===== config.mk =====
export PLATFORM = sky130hd
export DESIGN_NAME = nms_thresh
export DESIGN_NICKNAME = d
export VERILOG_FILES = /design/src/rtl/canny_pkg.sv /design/src/rtl/nms_dir_quant.sv /design/src/rtl/nms_thresh.sv
export SDC_FILE = /design/constraint.sdc
export NUM_CORES = 1
export LEC_CHECK = 0
export ABC_AREA = 1
export BUFFER_PORTS_ARGS = -buffer_cell sky130_fd_sc_hd__buf_4
export CORE_ASPECT_RATIO = 1.1
export CORE_MARGIN = 2
export CORE_UTILIZATION = 30
export CTS_CLUSTER_DIAMETER = 200
export DETAILED_ROUTE_END_ITERATION = 12
export SLEW_MARGIN = 20
export SYNTH_ARGS = -nofsm -noshare
export SYNTH_HDL_FRONTEND = slang
export SYNTH_SLANG_ARGS = --single-unit

===== constraint.sdc =====
create_clock -name clk -period 4.65 [get_ports clk]
set_clock_uncertainty 0.15 [all_clocks]
set_input_delay 0.465 -clock clk [delete_from_list [all_inputs] [get_ports clk]]
set_output_delay 0.465 -clock clk [all_outputs]
set_load 0.005 [all_outputs]

===== src/rtl/canny_pkg.sv =====
// Shared types and constants for the Canny edge pipeline.
//   edge_t      : 2-bit edge class handed to the hysteresis stage
//   dir_t       : quantised gradient direction (0/45/90/135 degrees)
//   nms_state_t : frame tracking state of nms_thresh
//   TAN_LO/HI   : integer ratio 2/5 approximating tan(22.5deg), 5/2 for tan(67.5deg)
package canny_pkg;

    typedef enum logic [1:0] {
        EDGE_NONE   = 2'd0,
        EDGE_WEAK   = 2'd1,
        EDGE_STRONG = 2'd2
    } edge_t;

    typedef enum logic [1:0] {
        DIR_0   = 2'd0,
        DIR_45  = 2'd1,
        DIR_90  = 2'd2,
        DIR_135 = 2'd3
    } dir_t;

    typedef enum logic {
        WAIT_FRAME = 1'b0,
        ACTIVE     = 1'b1
    } nms_state_t;

    localparam logic [2:0] TAN_LO = 3'd2;
    localparam logic [2:0] TAN_HI = 3'd5;

endpackage


===== src/rtl/nms_dir_quant.sv =====
// Gradient direction quantiser (purely combinational).
//   ax, ay : absolute values of dx / dy (unsigned, GW bits, up to 2^(GW-1))
//   sx, sy : sign bits of dx / dy (1 = negative)
//   dir    : nearest of the four NMS directions
module nms_dir_quant
    import canny_pkg::*;
#(
    parameter int GW = 11
)(
    input  logic [GW-1:0] ax,
    input  logic [GW-1:0] ay,
    input  logic          sx,
    input  logic          sy,
    output dir_t          dir
);

    // Three extra bits hold 5 * 2^(GW-1) without wrapping.
    logic [GW+2:0] ax2_s;
    logic [GW+2:0] ax5_s;
    logic [GW+2:0] ay2_s;
    logic [GW+2:0] ay5_s;

    // Compare ay/ax against 2/5 and 5/2 using cross-multiplication
    always_comb begin
        ax2_s = {3'b000, ax} * {{GW{1'b0}}, TAN_LO};
        ax5_s = {3'b000, ax} * {{GW{1'b0}}, TAN_HI};
        ay2_s = {3'b000, ay} * {{GW{1'b0}}, TAN_LO};
        ay5_s = {3'b000, ay} * {{GW{1'b0}}, TAN_HI};
        // dx = dy = 0 satisfies the first test and lands on DIR_0.
        if (ay5_s <= ax2_s) begin
            dir = DIR_0;
        end else if (ay2_s >= ax5_s) begin
            dir = DIR_90;
        end else if (sx == sy) begin
            dir = DIR_135;
        end else begin
            dir = DIR_45;
        end
    end

endmodule


===== src/rtl/nms_thresh.sv =====
// Non-maximum suppression and double-threshold classifier.
// Three register stages: (1) capture window, |dx|/|dy|, signs, syncs;
// (2) direction, neighbour pick, border flag; (3) compare/threshold outputs.
//   clk, rst_b       : pixel clock, synchronous active-high reset
//   vvalid, hvalid   : frame / pixel valid levels aligned with win
//   win              : 3x3 magnitudes, gRC at [(3R+C)*DW +: DW], g11 centre
//   dx, dy           : signed centre gradients (dy positive downward)
//   th_lo, th_hi     : weak / strong thresholds, captured at frame start
//   vvalid_o,hvalid_o: syncs delayed 3 cycles
//   edge_o           : 0 none, 1 weak, 2 strong
//   mag_o            : centre magnitude, 0 when suppressed or on the border
module nms_thresh
    import canny_pkg::*;
#(
    parameter int DW = 8,
    parameter int GW = 11,
    parameter int CW = 11
)(
    input  logic            clk,
    input  logic            rst_b,
    input  logic            vvalid,
    input  logic            hvalid,
    input  logic [9*DW-1:0] win,
    input  logic [GW-1:0]   dx,
    input  logic [GW-1:0]   dy,
    input  logic [DW-1:0]   th_lo,
    input  logic [DW-1:0]   th_hi,
    output logic            vvalid_o,
    output logic            hvalid_o,
    output logic [1:0]      edge_o,
    output logic [DW-1:0]   mag_o
);

    nms_state_t      state_r;
    nms_state_t      state_nx_s;
    logic            vvalid_d_r;
    logic            acc_d_r;
    logic            rise_s;
    logic            in_frame_s;
    logic            accept_s;
    logic            first_s;
    logic [CW-1:0]   col_r;
    logic [CW-1:0]   row_r;
    logic [DW-1:0]   th_lo_r;
    logic [DW-1:0]   th_hi_r;
    logic [GW-1:0]   ax_s;
    logic [GW-1:0]   ay_s;

    logic            s1_hv_r;
    logic            s1_vv_r;
    logic            s1_first_r;
    logic            s1_sx_r;
    logic            s1_sy_r;
    logic [9*DW-1:0] s1_win_r;
    logic [GW-1:0]   s1_ax_r;
    logic [GW-1:0]   s1_ay_r;

    dir_t            dir_s;
    logic [DW-1:0]   n1_s;
    logic [DW-1:0]   n2_s;
    logic            border_s;
    logic            s2_hv_r;
    logic            s2_vv_r;
    logic            s2_border_r;
    logic [DW-1:0]   s2_c_r;
    logic [DW-1:0]   s2_n1_r;
    logic [DW-1:0]   s2_n2_r;

    logic            keep_s;
    edge_t           edge_nx_s;
    logic [DW-1:0]   mag_nx_s;
    logic            vvalid_r;
    logic            hvalid_r;
    edge_t           edge_r;
    logic [DW-1:0]   mag_r;

    // Frame entry detection and pixel acceptance; the rising-edge cycle itself is already in frame
    always_comb begin
        rise_s     = vvalid & ~vvalid_d_r;
        in_frame_s = vvalid & ((state_r == ACTIVE) | rise_s);
        accept_s   = in_frame_s & hvalid;
        first_s    = rise_s | (row_r == {CW{1'b0}}) | (col_r == {CW{1'b0}});
    end

    // Frame tracking next-state logic
    always_comb begin
        state_nx_s = state_r;
        case (state_r)
            WAIT_FRAME: begin
                if (rise_s) state_nx_s = ACTIVE;
                else        state_nx_s = WAIT_FRAME;
            end
            ACTIVE: begin
                if (!vvalid) state_nx_s = WAIT_FRAME;
                else         state_nx_s = ACTIVE;
            end
            default: state_nx_s = WAIT_FRAME;
        endcase
    end

    // State register, sync history and per-frame threshold shadows
    always_ff @(posedge clk) begin
        if (rst_b) begin
            state_r    <= WAIT_FRAME;
            // Keep following vvalid during reset so a frame already in progress
            // is not mistaken for a new one; resume only on a genuine rise.
            vvalid_d_r <= vvalid;
            acc_d_r    <= 1'b0;
            th_lo_r    <= {DW{1'b0}};
            th_hi_r    <= {DW{1'b0}};
        end else begin
            state_r    <= state_nx_s;
            vvalid_d_r <= vvalid;
            acc_d_r    <= accept_s;
            if (rise_s) begin
                th_lo_r <= th_lo;
                th_hi_r <= th_hi;
            end
        end
    end

    // Row/column position of the pixel being accepted this cycle
    always_ff @(posedge clk) begin
        if (rst_b) begin
            col_r <= {CW{1'b0}};
            row_r <= {CW{1'b0}};
        end else if (rise_s) begin
            row_r <= {CW{1'b0}};
            col_r <= accept_s ? {{(CW-1){1'b0}}, 1'b1} : {CW{1'b0}};
        end else if (accept_s) begin
            col_r <= col_r + {{(CW-1){1'b0}}, 1'b1};
        end else if (acc_d_r) begin
            col_r <= {CW{1'b0}};
            row_r <= row_r + {{(CW-1){1'b0}}, 1'b1};
        end
    end

    // Absolute gradients; the most negative value maps onto 2^(GW-1) in GW unsigned bits
    always_comb begin
        if (dx[GW-1]) ax_s = ~dx + {{(GW-1){1'b0}}, 1'b1};
        else          ax_s = dx;
        if (dy[GW-1]) ay_s = ~dy + {{(GW-1){1'b0}}, 1'b1};
        else          ay_s = dy;
    end

    // Stage 1 capture
    always_ff @(posedge clk) begin
        if (rst_b) begin
            s1_hv_r    <= 1'b0;
            s1_vv_r    <= 1'b0;
            s1_first_r <= 1'b0;
            s1_sx_r    <= 1'b0;
            s1_sy_r    <= 1'b0;
            s1_win_r   <= {(9*DW){1'b0}};
            s1_ax_r    <= {GW{1'b0}};
            s1_ay_r    <= {GW{1'b0}};
        end else begin
            s1_hv_r    <= accept_s;
            s1_vv_r    <= in_frame_s;
            s1_first_r <= first_s;
            s1_sx_r    <= dx[GW-1];
            s1_sy_r    <= dy[GW-1];
            s1_win_r   <= win;
            s1_ax_r    <= ax_s;
            s1_ay_r    <= ay_s;
        end
    end

    nms_dir_quant #(.GW(GW)) u_dir (
        .ax  (s1_ax_r),
        .ay  (s1_ay_r),
        .sx  (s1_sx_r),
        .sy  (s1_sy_r),
        .dir (dir_s)
    );

    // Neighbour pair along the gradient (lower window index first) and border flag
    always_comb begin
        n1_s = s1_win_r[3*DW +: DW];
        n2_s = s1_win_r[5*DW +: DW];
        case (dir_s)
            DIR_0:   begin n1_s = s1_win_r[3*DW +: DW]; n2_s = s1_win_r[5*DW +: DW]; end
            DIR_45:  begin n1_s = s1_win_r[2*DW +: DW]; n2_s = s1_win_r[6*DW +: DW]; end
            DIR_90:  begin n1_s = s1_win_r[1*DW +: DW]; n2_s = s1_win_r[7*DW +: DW]; end
            DIR_135: begin n1_s = s1_win_r[0*DW +: DW]; n2_s = s1_win_r[8*DW +: DW]; end
            default: begin n1_s = s1_win_r[3*DW +: DW]; n2_s = s1_win_r[5*DW +: DW]; end
        endcase
        // The stage-1 pixel ends its line (or the frame) exactly when no pixel
        // is accepted right behind it: that covers last column and last row.
        border_s = s1_first_r | ~accept_s;
    end

    // Stage 2 capture
    always_ff @(posedge clk) begin
        if (rst_b) begin
            s2_hv_r     <= 1'b0;
            s2_vv_r     <= 1'b0;
            s2_border_r <= 1'b0;
            s2_c_r      <= {DW{1'b0}};
            s2_n1_r     <= {DW{1'b0}};
            s2_n2_r     <= {DW{1'b0}};
        end else begin
            s2_hv_r     <= s1_hv_r;
            s2_vv_r     <= s1_vv_r;
            s2_border_r <= border_s;
            s2_c_r      <= s1_win_r[4*DW +: DW];
            s2_n1_r     <= n1_s;
            s2_n2_r     <= n2_s;
        end
    end

    // Suppression (ties with the first neighbour survive) and double threshold
    always_comb begin
        keep_s    = 1'b0;
        edge_nx_s = EDGE_NONE;
        mag_nx_s  = {DW{1'b0}};
        if (s2_hv_r && !s2_border_r && (s2_c_r >= s2_n1_r) && (s2_c_r > s2_n2_r)) begin
            keep_s = 1'b1;
        end else begin
            keep_s = 1'b0;
        end
        if (keep_s) begin
            mag_nx_s = s2_c_r;
            if (s2_c_r >= th_hi_r)      edge_nx_s = EDGE_STRONG;
            else if (s2_c_r >= th_lo_r) edge_nx_s = EDGE_WEAK;
            else                        edge_nx_s = EDGE_NONE;
        end else begin
            mag_nx_s  = {DW{1'b0}};
            edge_nx_s = EDGE_NONE;
        end
    end

    // Stage 3 output registers
    always_ff @(posedge clk) begin
        if (rst_b) begin
            vvalid_r <= 1'b0;
            hvalid_r <= 1'b0;
            edge_r   <= EDGE_NONE;
            mag_r    <= {DW{1'b0}};
        end else begin
            vvalid_r <= s2_vv_r;
            hvalid_r <= s2_hv_r;
            edge_r   <= edge_nx_s;
            mag_r    <= mag_nx_s;
        end
    end

    assign vvalid_o = vvalid_r;
    assign hvalid_o = hvalid_r;
    assign edge_o   = edge_r;
    assign mag_o    = mag_r;

endmodule


==> results of run 1 <==
==> power by group <==
part / switching, mW / internal (mW) / total (mW)
clock: 0.636 / 0.772 / 1.41
sequential: 0.0442 / 1.62 / 1.66
combinational: 0.426 / 0.293 / 0.719
==> critical path, cell delays in order (launching register included) <==
cell and delay (ns):
dfxtp_1 0.34, ha_1 0.28, ha_1 0.21, inv_1 0.07
fa_1 0.39, inv_1 0.07, nand2_1 0.05, nand2_1 0.10
nand3_1 0.09, a22oi_1 0.18, xnor2_1 0.13, ha_1 0.30
nand2_1 0.07, o21a_1 0.19, nand2_1 0.07, nand2_1 0.05
nand2_1 0.14, buf_4 0.28, nand2_2 0.10, nand2_4 0.19
nor2_1 0.06, nor2_1 0.14, a21oi_1 0.08
==> cell families after synthesis <==
kind of cell / Yosys count / synth area share
xor gates and xnor gates: 19 / 0.0189
adders and majority gates: 98 / 0.141
AOI/OAI and AO/OA: 173 / 0.107
and+or+nand+nor: 434 / 0.208
DFF: 178 / 0.404
buffers and inverters: 276 / 0.122
==> sequential cells by signal, indices dropped and copies added, names as in the netlist, 8 cells and up <==
name / count
s1_win_r: 72
col_r: 11
row_r: 11
s1_ax_r: 11
s1_ay_r: 11
mag_o: 8
s2_c_r: 8
s2_n1_r: 8
s2_n2_r: 8
th_hi_r: 8
th_lo_r: 8
==> routing by layer <==
| metal | routed length (um) | vias to the layer above | part of all wire | global-route usage |
|---|---|---|---|---|
| li1 | - | 3948 | - | - |
| met1 | 9670 | 3347 | 0.47 | 0.170 |
| met2 | 10200 | 106 | 0.49 | 0.249 |
| met3 | 451 | 22 | 0.022 | 0.0174 |
| met4 | 299 | 0 | 0.015 | 0.0470 |
| met5 | 0 | - | 0 | 0 |
==> cell usage in the layout (no fill, tap or decap), drive strengths merged <==
master         n
nor3          25
clkinvlp       1
o211ai         2
o221ai         1
xor2          11
nand2        142
bufinv         1
and2           1
dlygate4sd3    1
o221a          1
a21oi         89
dfxtp        178
inv          250
o21ai         62
and3           2
ha            96
nand4         13
buf          129
a31oi          3
o2111ai        2
a221oi         4
or2            2
o21a           5
fa             2
clkbuf        19
nor4           2
nand3         59
a22oi          1
a211oi         2
xnor2          8
nor2         185
clkinv         8
o21bai         1
nor3b          3
==> what timing repair did <==
action / 4_1_cts / 5_1_grt
hold buffers: 1 / 0
resized for setup: 0 / 1
setup endpoints to repair: 0 / 1
hold endpoints to repair: 1 / 0
==> area by class of cell <==
cell class,count,area share
flip-flops and latches,178,0.333
well taps,368,0.0430
repair buffers,130,0.0913
inverters,247,0.0865
clock inverters,13,0.0138
multi-input cells,724,0.391
clock buffers,19,0.0413
==> final timing paths <==
| check | from | end | slack (ns) |
|---|---|---|---|
| setup / recovery | s1_ax_r[3]$_SDFF_PP0_ | s2_n1_r[0]$_SDFF_PP0_ | 0.80 |
| hold / removal | win[38] | s1_win_r[38]$_SDFF_PP0_ | 0.08 |
| setup reg to reg | s1_ax_r[3]$_SDFF_PP0_ | s2_n1_r[0]$_SDFF_PP0_ | 0.80 |
| hold reg to reg | s1_win_r[36]$_SDFF_PP0_ | s2_c_r[4]$_SDFF_PP0_ | 0.25 |
==> metrics by stage <==
step           total power, mW  std cells  utilization  setup WS (ns)
2_1_floorplan             2.20       1178            -           1.35
3_3_place_gp              2.40       1646        0.351          0.670
3_5_place_dp              2.42       1646        0.351          0.505
4_1_cts                   3.83       1679        0.372          0.478
5_1_grt                   4.02       1679        0.372          0.413
6_report                  3.79       1679        0.372          0.796
==> run_results.csv, run 1 <==
group,metric,value,unit
status,status,"finished, violations left",
status,failed_checks,"DRC",
power,ir_worst_vdd,0.211,mV
synth,yosys-top-cells-area,"dfxtp_1, ha_1, inv_1",
cts,clk_latency,0.43,ns
global_route,track_usage,0.138,
final_layout,antenna_cells,0,
floorplan,die_area,0.0308,sq mm
worst_setup_path,cp_max_fo,17,
global_route,antenna_found_initial,0,
timing,fin_hold_ws,0.0828,ns
final_layout,fillers,3032,
job,maxCapViolCount,0,
final_layout,register_area,0.00356,sq mm
worst_hold_path,min_path_cells,3,
synth,async_reset_ff_frac,0,
worst_setup_path,critPathArrivalTime,4.02,ns
floorplan,die_h,184,um
worst_hold_path,hold_path_class,"input pin to register",
cts,ctsHtreeMaxLevel,4,
worst_setup_path,end_kind,"register",
synth,ys_types,39,
cts,cts_tree,"yes",
timing,setup_tns,0,ns
worst_setup_path,start_kind,"register",
final_layout,layout.nets,1510,
final_layout,layout-drive-gt1-share,0.132,
timing,fmax,259,MHz
drt,postRouteAntennaNets,0,
timing,post-route-period-util,0.829,
global_route,grt_max_degree,64,
synth,netlist_instances,1178,
synth,yosys_warnings,0,
synth,synth_ff_type,"dfxtp_1",
cts,clk_pin_slew,0.07,ns
synth,syn_avg_cell_area,7.49,sq um
cts,cts_setup_buffers,0,
cts,cts_buffer_depth,2,
floorplan,placeableCoreArea,0.0288,sq mm
timing,slew_headroom,0.385,
power,p_per_area,354,mW/mm^2
drt,post_drt_wl_per_cell,12.3,um
placed_design,gp_congestion,0.847,
drt,wl,20600,um
timing,grt_setup_unrepaired,"false",
drt,drcViolationCount,2,
drt,firstDrtPassIters,9,
drt,viasPerCell,4.42,
final_layout,syn_to_final_growth,21.4,%
synth,synth_nets,1390,
worst_setup_path,crit_type,"register to register",
final_layout,multi_input_area,0.00419,sq mm
cts,cts_buffers,17,
cts,root_buffer,"clkbuf_16",
synth,synth_top_cells_by_count,"inv_1, nor2_1, dfxtp_1",
global_route,grt_pass1_wl,34500,um
power,p_leak,5.22,nW
floorplan,io_pins,126,
worst_setup_path,worstRegToRegCells,22,
drt,drtIter0Drc,290,
synth,yosys.cell_count.top_type,"inv_1",
placed_design,dpl_cell_area,0.0101,sq mm
timing,setup_viol,0,
floorplan,start_util,0.307,
timing,hold_viol,0,
final_layout,stdcell_area,0.0107,sq mm
placed_design,placement.io_buffers,125,
timing,worst_pin_slew,0.922,ns
placed_design,dp_hpwl,16200,um
synth,synth_top_area_cell,"dfxtp_1",
timing,fin_crit,3.85,ns
timing,slew_viol_final,0,
floorplan,rows,65,
cts,clkSinkCount,178,
synth,synth_enable_flop_cells,0,
global_route,grt.overflow.total,0,
synth,synth_seq_area_share,0.404,
global_route,first_global_vias,7255,
worst_setup_path,cp.required,4.81,ns
synth,synth_area,0.00883,sq mm
synth,synth-seq-cells,178,
drt,vias,7423,
synth,yosysTopAreaCellShare,0.404,
floorplan,die_w,168,um
(Power assumes the default switching activity.)
==> run 2: changes to the inputs <==
- clock period: 4.65 -> 3.9 ns (I/O delays scaled with it)
==> run_results.csv, run 2 (synthesized netlist as in run 1, its figures left out) <==
group,metric,value,unit
power,power.internal,3.16,mW
floorplan,start_util,0.307,
timing,hold_viol,0,
timing,setup_tns,0,ns
power,pwr-share-seq,0.445,
worst_setup_path,crit_type,"register to register",
drt,top_layer,"met4",
global_route,grt_pass1_wl,34100,um
timing,post-route-period-util,0.896,
power,clock_power_share,0.356,
cts,cts_buffer_depth,2,
floorplan,placeableCoreArea,0.0288,sq mm
timing,grt_setup_unrepaired,"false",
placed_design,gp_congestion,0.839,
job,maxCapViolCount,0,
timing,fmax,286,MHz
timing,slew_viol_final,0,
final_layout,regMostFlops,"s1_win_r",
power,p_comb_frac,0.199,
drt,postRouteAntennaNets,0,
drt,wl,20700,um
worst_setup_path,critPathArrivalTime,3.66,ns
power,p_per_area,410,mW/mm^2
final_layout,stdcell_area,0.0109,sq mm
power,power,4.46,mW
worst_setup_path,r2r_start,"s1_ay_r[1]$_SDFF_PP0_",
timing,fin_crit,3.50,ns
worst_setup_path,critPathBufInv,2,
floorplan,die_w,168,um
worst_hold_path,hold_path_class,"input pin to register",
worst_hold_path,min_path_cells,3,
worst_setup_path,cp_slowest_cell,"fa_1",
worst_setup_path,crit_cells,17,
placed_design,dpl_cell_area,0.0101,sq mm
power,ir_worst_vdd,0.252,mV
worst_setup_path,r2r-end,"s2_n1_r[1]$_SDFF_PP0_",
worst_setup_path,worstRegToRegCells,17,
floorplan,die_h,184,um
global_route,antenna_found_initial,0,
worst_setup_path,path_common_cell,"ha_1",
cts,cts_buffers,17,
global_route,grt_max_degree,56,
final_layout,antenna_cells,0,
cts,clkSinkCount,178,
global_route,track_usage,0.138,
placed_design,placed_cells,1646,
final_layout,layout.nets,1529,
worst_setup_path,cp_slowest_stage_delay,0.41,ns
floorplan,io_pins,126,
status,status,"finished, violations left",
drt,vias,7468,
final_layout,syn_to_final_growth,23.2,%
power,p_sw,1.30,mW
worst_setup_path,end_kind,"register",
global_route,grt.overflow.total,0,
drt,firstDrtPassIters,9,
final_layout,final_cells,1698,
floorplan,rows,65,
cts,ctsResizeCount,0,
cts,clk_latency,0.43,ns
drt,wl_met1,9690,um
worst_setup_path,start_kind,"register",
worst_setup_path,reg2reg_slack,0.40,ns
cts,ctsHtreeMaxLevel,4,
cts,cts_tree,"yes",
worst_hold_path,hold-path-endpoint,"s1_win_r[67]$_SDFF_PP0_",
cts,root_buffer,"clkbuf_16",
final_layout,largest_reg_flops,72,
worst_hold_path,min_from,"win[67]",
placed_design,dp_hpwl,16000,um
global_route,first_global_vias,7235,
final_layout,layout_common_cells,"inv_1, nor2_1, dfxtp_1, nand2_1, buf_4",
cts,clk_pin_slew,0.07,ns
timing,setup_viol,0,
drt,drtIter0Drc,213,
timing,worst_pin_slew,0.748,ns
final_layout,final_common_cell,"inv_1",
status,failed_checks,"DRC",
floorplan,die_area,0.0308,sq mm
drt,drcViolationCount,2,
worst_setup_path,path_cells,"ha_1 -> ha_1 -> inv_1 -> fa_1 -> o21ai_0 -> and2_1 -> a21oi_1 -> xnor2_1 -> ha_1 -> nand2_1 -> nor2_1 -> nand4_1 -> nand2_1 -> nand3_2 -> buf_12 -> o21ai_0 -> a21oi_1",
power,sw_frac_of_total,0.292,
drt,viasPerCell,4.40,
worst_setup_path,cp.required,4.07,ns
final_layout,layout-drive-gt1-share,0.129,
drt,post_drt_wl_per_cell,12.2,um
worst_setup_path,cp_max_fo,48,
final_layout,utilization,0.378,
placed_design,placement.io_buffers,125,
worst_setup_path,path_delay_family,"adder cells",
timing,slew_headroom,0.501,
drt,wl_met3,688,um
power,p_leak,5.28,nW
drt,wl_met2,9760,um
## run 2: through the flow
stage / hold WS, ns / setup WS (ns)
after CTS: 0.000329 / 0.206
final: 0.0115 / 0.404
after global routing: 0.0160 / 0.0408
after global placement: 0.240 / 0.334
after floorplan: 0.238 / 0.596
after detailed placement: 0.246 / 0.241
## run 2: layout make-up
type | count | area [sq um]
sequential | 178 | 3560
clock inverter | 11 | 92.6
clock buffer | 21 | 450
fill | 3063 | 17900
multi-input combinational | 724 | 4190
inverter | 247 | 927
tap | 368 | 460
timing repair buffer | 149 | 1190
## run 2: repair_timing
action | in CTS | in global routing
setup buffers | 0 | 1
endpoints found under the setup margin | 0 | 16
hold endpoints to repair | 19 | 0
hold buffers | 19 | 0
## run 2: worst reg2reg max path, stage by stage (launching register included)
cell and delay [ns]:
dfxtp_1 0.34, ha_1 0.29, ha_1 0.20, inv_1 0.07
fa_1 0.41, o21ai_0 0.31, and2_1 0.21, a21oi_1 0.08
xnor2_1 0.14, ha_1 0.30, nand2_1 0.07, nor2_1 0.10
nand4_1 0.10, nand2_1 0.09, nand3_2 0.08, buf_12 0.19
o21ai_0 0.19, a21oi_1 0.07
## run 2: worst max path at each step
stage / from / end / slack, ns
after floorplan: s1_ax_r[3]$_SDFF_PP0_ / s2_n1_r[2]$_SDFF_PP0_ / 0.60
after global placement: s1_ax_r[3]$_SDFF_PP0_ / s2_n1_r[3]$_SDFF_PP0_ / 0.33
after detailed placement: s1_ax_r[3]$_SDFF_PP0_ / s2_n1_r[1]$_SDFF_PP0_ / 0.24
after CTS: s1_ax_r[3]$_SDFF_PP0_ / s2_n1_r[1]$_SDFF_PP0_ / 0.21
after global routing: s1_ay_r[1]$_SDFF_PP0_ / s2_n2_r[7]$_SDFF_PP0_ / 0.04
final: s1_ay_r[1]$_SDFF_PP0_ / s2_n1_r[1]$_SDFF_PP0_ / 0.40
## run 2: per-layer routing
layer	vias up	track usage
met3	43	0.0181
met2	122	0.237
met1	3325	0.174
li1	3978	-
met4	0	0.0619
met5	-	0
## run 2: power groups by stage
stage | Combinational, mW | Clock (mW) | Sequential (mW)
final | 0.886 | 1.59 | 1.98
after global routing | 1.03 | 1.71 | 1.99
after floorplan | 0.629 | 0 | 2.00
after CTS | 0.886 | 1.63 | 1.98
after global placement | 0.847 | 0 | 2.02
after detailed placement | 0.865 | 0 | 2.03
